<file path="config.mk">
export PLATFORM = sky130hd
export DESIGN_NAME = pindriver
export DESIGN_NICKNAME = d
export VERILOG_FILES = /design/src/rtl/pindriver.sv
export SDC_FILE = /design/constraint.sdc
export NUM_CORES = 1
export LEC_CHECK = 0
export CORE_AREA = 2 2 39 41
export CTS_CLUSTER_DIAMETER = 50
export DETAILED_ROUTE_END_ITERATION = 8
export DIE_AREA = 0 0 41 43
export DONT_BUFFER_PORTS = 1
export GPL_ROUTABILITY_DRIVEN = 0
export PLACE_DENSITY = 0.82
export SYNTH_ARGS = -nofsm -noshare
export SYNTH_HDL_FRONTEND = slang
export SYNTH_SLANG_ARGS = --single-unit
export TNS_END_PERCENT = 50
</file>
<file path="constraint.sdc">
create_clock -name clk -period 3.8 [get_ports clk]
set_clock_uncertainty 0.1 [all_clocks]
set_input_delay 0.19 -clock clk [delete_from_list [all_inputs] [get_ports clk]]
set_output_delay 0.19 -clock clk [all_outputs]
set_load 0.02 [all_outputs]
</file>
<file path="src/rtl/pindriver.sv">
// Tri-state pin driver: hi-Z guard before driving, minimum pulse width on level
// changes, and a short hold of the driven level after the request drops.
module pindriver #(
  parameter int GUARD_TICKS = 2,
  parameter int HOLD_TICKS  = 1,
  parameter int MIN_WIDTH   = 2
) (
  input  logic clk,
  input  logic reset_n,
  input  logic ena,
  input  logic drv_req,
  input  logic din,
  output logic dout,
  output logic oe,
  output logic busy,
  output logic changed
);

  typedef enum logic [1:0] {S_IDLE, S_GUARD, S_DRIVE, S_HOLD} state_t;

  localparam logic [3:0] GUARD_LAST = 4'(GUARD_TICKS - 1);
  localparam logic [3:0] HOLD_LAST  = 4'(HOLD_TICKS - 1);
  localparam logic [3:0] WIDTH_LAST = 4'(MIN_WIDTH - 1);

  state_t     state_q, state_d;
  logic [3:0] tcnt_q, tcnt_d;
  logic [3:0] wcnt_q, wcnt_d;
  logic       dout_q, dout_d;
  logic       oe_q, oe_d;
  logic       changed_q, changed_d;

  logic [3:0] wcnt_inc;
  logic       accept;

  // wcnt saturates so a long-settled level accepts a new din immediately
  assign wcnt_inc = (wcnt_q >= WIDTH_LAST) ? WIDTH_LAST : wcnt_q + 4'd1;
  assign accept   = drv_req && (din != dout_q) && (wcnt_q >= WIDTH_LAST);

  always_ff @(posedge clk or negedge reset_n) begin
    if (!reset_n) begin
      state_q <= S_IDLE;
    end else begin
      state_q <= state_d;
    end
  end

  always_comb begin
    state_d = state_q;
    if (ena) begin
      case (state_q)
        S_IDLE:  if (drv_req) state_d = S_GUARD;
        S_GUARD: begin
          if (!drv_req)                 state_d = S_IDLE;
          else if (tcnt_q == GUARD_LAST) state_d = S_DRIVE;
        end
        S_DRIVE: if (!drv_req) state_d = S_HOLD;
        S_HOLD: begin
          if (drv_req)                  state_d = S_DRIVE;
          else if (tcnt_q == HOLD_LAST) state_d = S_IDLE;
        end
        default: state_d = S_IDLE;
      endcase
    end
  end

  always_comb begin
    tcnt_d    = tcnt_q;
    wcnt_d    = wcnt_q;
    dout_d    = dout_q;
    changed_d = 1'b0;
    if (ena) begin
      case (state_q)
        S_IDLE: begin
          if (drv_req) begin
            dout_d = din;
            tcnt_d = 4'd0;
          end
        end
        S_GUARD: begin
          dout_d = din;
          if (drv_req) begin
            if (tcnt_q == GUARD_LAST) wcnt_d = 4'd0;
            else                      tcnt_d = tcnt_q + 4'd1;
          end
        end
        S_DRIVE: begin
          if (!drv_req) begin
            tcnt_d = 4'd0;
            wcnt_d = wcnt_inc;
          end else if (accept) begin
            dout_d    = din;
            wcnt_d    = 4'd0;
            changed_d = 1'b1;
          end else begin
            wcnt_d = wcnt_inc;
          end
        end
        S_HOLD: begin
          wcnt_d = wcnt_inc;
          if (!drv_req && tcnt_q != HOLD_LAST) tcnt_d = tcnt_q + 4'd1;
        end
        default: ;
      endcase
    end
    // oe tracks the registered state so it never depends combinationally on inputs
    oe_d = (state_d == S_DRIVE) || (state_d == S_HOLD);
  end

  always_ff @(posedge clk or negedge reset_n) begin
    if (!reset_n) begin
      tcnt_q    <= 4'd0;
      wcnt_q    <= 4'd0;
      dout_q    <= 1'b1;
      oe_q      <= 1'b0;
      changed_q <= 1'b0;
    end else begin
      tcnt_q    <= tcnt_d;
      wcnt_q    <= wcnt_d;
      dout_q    <= dout_d;
      oe_q      <= oe_d;
      changed_q <= changed_d;
    end
  end

  always_comb begin
    busy    = (state_q != S_IDLE);
    dout    = dout_q;
    oe      = oe_q;
    changed = changed_q;
  end

endmodule

</file>
Word level (Yosys, flattened, before mapping)
Cells that the tools add are included.

$add $sub $neg: 2. Magnitude comparators: 1. Equal/unequal tests: 15. Muxes and demuxes: 28. Reductions and logical operators: 14.

Operators by type and width (count): $mux W4 (10); $ne A2 B2 Y1 const B (8); $pmux W4 S4 (1); $mux W2 (7); $pmux W4 S3 (1); $add A4 B1 Y4 const B (2); $eq A2 B2 Y1 const B (4); $pmux W2 S4 (1); $mux W1 (7); $reduce_and A6 Y1 (1); $reduce_bool A3 Y1 (2); $reduce_and A5 Y1 (1); $eq A4 B1 Y1 const B (1); $ge A4 B1 Y1 const B (1); $logic_not A4 Y1 (1); $reduce_and A4 Y1 (1); $reduce_bool A4 Y1 (1); $logic_and A1 B1 Y1 (3); $pmux W1 S3 (1); $eq A2 B1 Y1 const B (1); $logic_not A2 Y1 (1); $reduce_bool A2 Y1 (1); $logic_not A1 Y1 (1); $logic_or A1 B1 Y1 (1); $ne A1 B1 Y1 (1).

Register bits after elaboration: 13. Bits of input ports: 5. Output and inout port bits: 4.

Depth between registers and ports, before layout
Depth after elaboration: 7. Gate-level depth with buffers: 6.

Least setup slack after synthesis
Ideal clock, no wire load.

Kind: flip-flop to flip-flop. From: register wcnt_q[0]. To: register dout_q, in the netlist dout. Library setup time: 0.085 ns. Arrival: 1.717 ns. Required time: 3.615 ns. Slack: 1.898 ns. Cell stages (with the launch flop): 7. Path buffers: 0. Cells stage by stage: dfrtp_1 inv_1 ha_1 nor4b_4 or4b_4 a21oi_2 mux2_1.

Cells in the longest elaborated chain, start to end: 4.

Ends and longest elaborated chain: start, declared (RTL line 27) `logic [3:0] wcnt_q, wcnt_d;`; start signal, assigned (RTL line 118) `wcnt_q <= wcnt_d;`; $ge A4 B1 Y1 (RTL line 37) `assign accept = drv_req && (din != dout_q) && (wcnt_q >= WIDTH_LAST);`; $logic_and A1 B1 Y1 (RTL line 37); $ne A2 B2 Y1 (no line); $reduce_and A5 Y1 (no line); end signal, assigned (RTL line 119) `dout_q <= dout_d;`; end, declared (RTL line 28) `logic dout_q, dout_d;`.

Every way passes these cells. A chain may end at the register's enable or synchronous reset.

Worst setup path after layout
Ends and elaborated chain as after synthesis.

==> results.md <==
* # diodes at 0
* Worst Setup EP: dout
* Min Tclk post-route at a little over 2000 ps
* Dominant cells by area after synthesis: dfrtp_1, ha_1, nand2_1
* Synthesis Warnings at 0
* Arr. time, crit path at 2160 ps
* Cell variety after synth at 28
* Hold Crit Class: input pin to flip-flop
* Die Span Y at ~43 um
* Drt drc at 0
* Met3 WL at 59 um
* Post-route non-filler standard cell count at 96
* Placement row count at 14
* Relative slew slack at about three fifths
* Total congestion overflow at 0
* Area share of the largest cell type after synthesis at between 30 and 40%
* Wirelength per Cell at approximately 15 um
* Via count of the first global-routing pass at 561
* Number of nets in the layout at slightly above 90
* M1 WL at 613 um
* CP max FO at 4
* Status: completed
* Max VDD drop at about 0.31 mV
* MaxCap Viol Count at 0
* TritonCTS clock tree: built
* GRT Total Usage at about a fifth
* Post-Syn Area at approximately 760 um^2
* TNS Setup at 0 ps
* CP Launch Point: wcnt_q[0]
* H-tree Lvls at 1
* Reg-to-reg slack, setup at between 1500 and 2000 ps
* CTS Root Buffer Type: clkbuf_4
* RSZ-0062 raised after global routing: false
* FFs w/ async S/R, synth at 100.0%
* Worst-Skew Late Latency at roughly 280 ps
* Fmax at roughly 490 MHz
* Initial core utilization at 54.79%
* Num CTS Buffers at 3
* Via-to-Cell Ratio at 5.938
* Die Wd at between 40 and 50 um
* Max Slew Vio Count at 0
* Required time of the critical path at around 4000 ps
* CTS resizes at 0
* HPWL after detailed placement at ~960 um
* DR pass1 iterations at 4
* Area Growth Syn to Fin at 6.766%
* Final WL at approximately 1.5 mm
* DRT iter0 DRCs at 13
* Via Count at 570
* Worst flop-to-flop path endpoint: dout
* Syn Area/Cell at between 10 and 15 um^2
* Clk buf depth at 2
* Endpoint class of the critical path: flip-flop
* Max Used Layer: met4
* Post-synth EDFFs at 0
* Final setup viols at 0
* Fill count at 120
* First-pass GRT wire length at between 2 and 2.5 mm
* Largest net degree at the start of global routing at 14
* Critical Path Start Type: flip-flop
* FF-to-FF Start: wcnt_q[0]
* Power per cell area at between 500 and 600 mW/mm^2
* Fin. Hold Viols at 0
* Initial antenna violation count at 0
* Port Buf Inserts at 0
* Period Utilization, post-route at approximately 54%
* Reg2Reg Depth at 6
* Post-synthesis sequential area ratio at a little over two fifths
* Proportion of layout cells with a drive suffix above 1 at 10.00%
* Dpl cells at 88
* Clock Sink Count at 13
* Hold_sp: ena
* Die area at ~0.0018 mm^2
* ANT nets after route at 0
* Synthesis-stage register bit count at 13
* CORE AREA at roughly 0.0014 mm^2
* Crit path kind: flip-flop to flip-flop
* Net Count, Synth at between 80 and 90
* Synthesized instance count at 75
* Predominant post-synthesis flop cell: dfrtp_1
* Hold Path Stages at 2
* Met2 WL post-DR at approximately 750 um
* Clock-pin slew on the worst setup and hold paths at 80 ps
* Largest area contributor in the netlist: dfrtp_1
* Leak pwr at between 0.3 and 0.4 nW
* # IOs at 9
* Slew of the pin with the lowest slew margin at approximately 610 ps
sequential cells by signal, indices dropped and copies added, names as in the netlist:
name and cells:
changed 1, dout 1, oe 1, state_q 2, tcnt_q 4, wcnt_q 4
cell usage after synthesis, types with 2 or more instances:
cell      instances
dfrtp_1          12
nand2_1          10
o21ai_0           7
ha_1              6
inv_1             6
nand3_1           3
nor2_1            3
a21oi_1           2
a31oi_1           2
clkbuf_8          2
nand3b_1          2
nand4_1           2
nor2b_1           2
nor4bb_1          2
worst max-delay path, cell delays in order (launching register included):
cell and delay, ps:
dfrtp_1 400, inv_1 70, ha_1 230, nor4b_4 150
or4b_4 540, a21oi_2 150, mux2_1 330
metal layers:
metal	track usage, %	vias to the layer above
met3	3.141	8
met2	35.00	18
met5	0	-
met4	14.67	0
li1	-	270
met1	23.55	274
power breakdown:
part	leakage (nW)	internal, mW	switching (mW)
Clock	0.0150	0.0408	0.0465
Combinational	0.177	0.0569	0.0644
Sequential	0.161	0.176	0.0488
Total	0.353	0.274	0.160
cell type report:
| class | instances | area, um^2 | area share [%] |
|---|---|---|---|
| multi-input combinational | 53 | 374.1 | 46.21 |
| sequential | 13 | 326.6 | 40.34 |
| timing repair buffer | 4 | 40.04 | 4.946 |
| clock buffer | 4 | 26.28 | 3.246 |
| inverter | 6 | 22.52 | 2.782 |
| tap | 16 | 20.02 | 2.473 |
placed cells by master (no fill, tap or decap), drive strengths merged, types with 2 or more instances in the layout:
master	n
ha	6
clkbuf	4
a31oi	2
o21ai	7
nand4	2
nand2	10
inv	6
a21oi	3
nand3	3
nor2	3
nand3b	2
dfrtp	12
dlygate4sd3	4
nor2b	2
nor4bb	2
how the worst min path moves through the flow:
stage,slack [ps],end
after floorplan,-210,changed
after global placement,-210,changed
after detailed placement,-210,changed
after CTS,8,wcnt_q[1]
after global routing,20,wcnt_q[1]
final,4,wcnt_q[1]
cell families after synthesis:
kind of cell    share of synthesized area [%]
compound gates                          10.89
xor+xnor                                1.155
mux                                     2.805
simple gates                            24.59
flops                                   43.07
fa+ha+maj                               9.901
buf+inv                                 7.591
through the flow:
step	power (mW)	setup WS [ps]	hold WS (ps)	cell area (um^2)	utilization (%)
2_1_floorplan	0.3134	1898	-205.6	758.2	-
3_3_place_gp	0.3286	1871	-205.3	743.2	53.71
3_5_place_dp	0.3402	1787	-205.3	743.2	53.71
4_1_cts	0.4375	1768	8.310	809.5	58.50
5_1_grt	0.4668	1679	19.96	809.5	58.50
6_report	0.4333	1754	3.732	809.5	58.50
what timing repair did:
item,CTS,global route
hold endpoints to repair,19,0
hold buffers,4,0
setup buffers,0,0
Note: power is estimated with default switching activity, not from simulation.
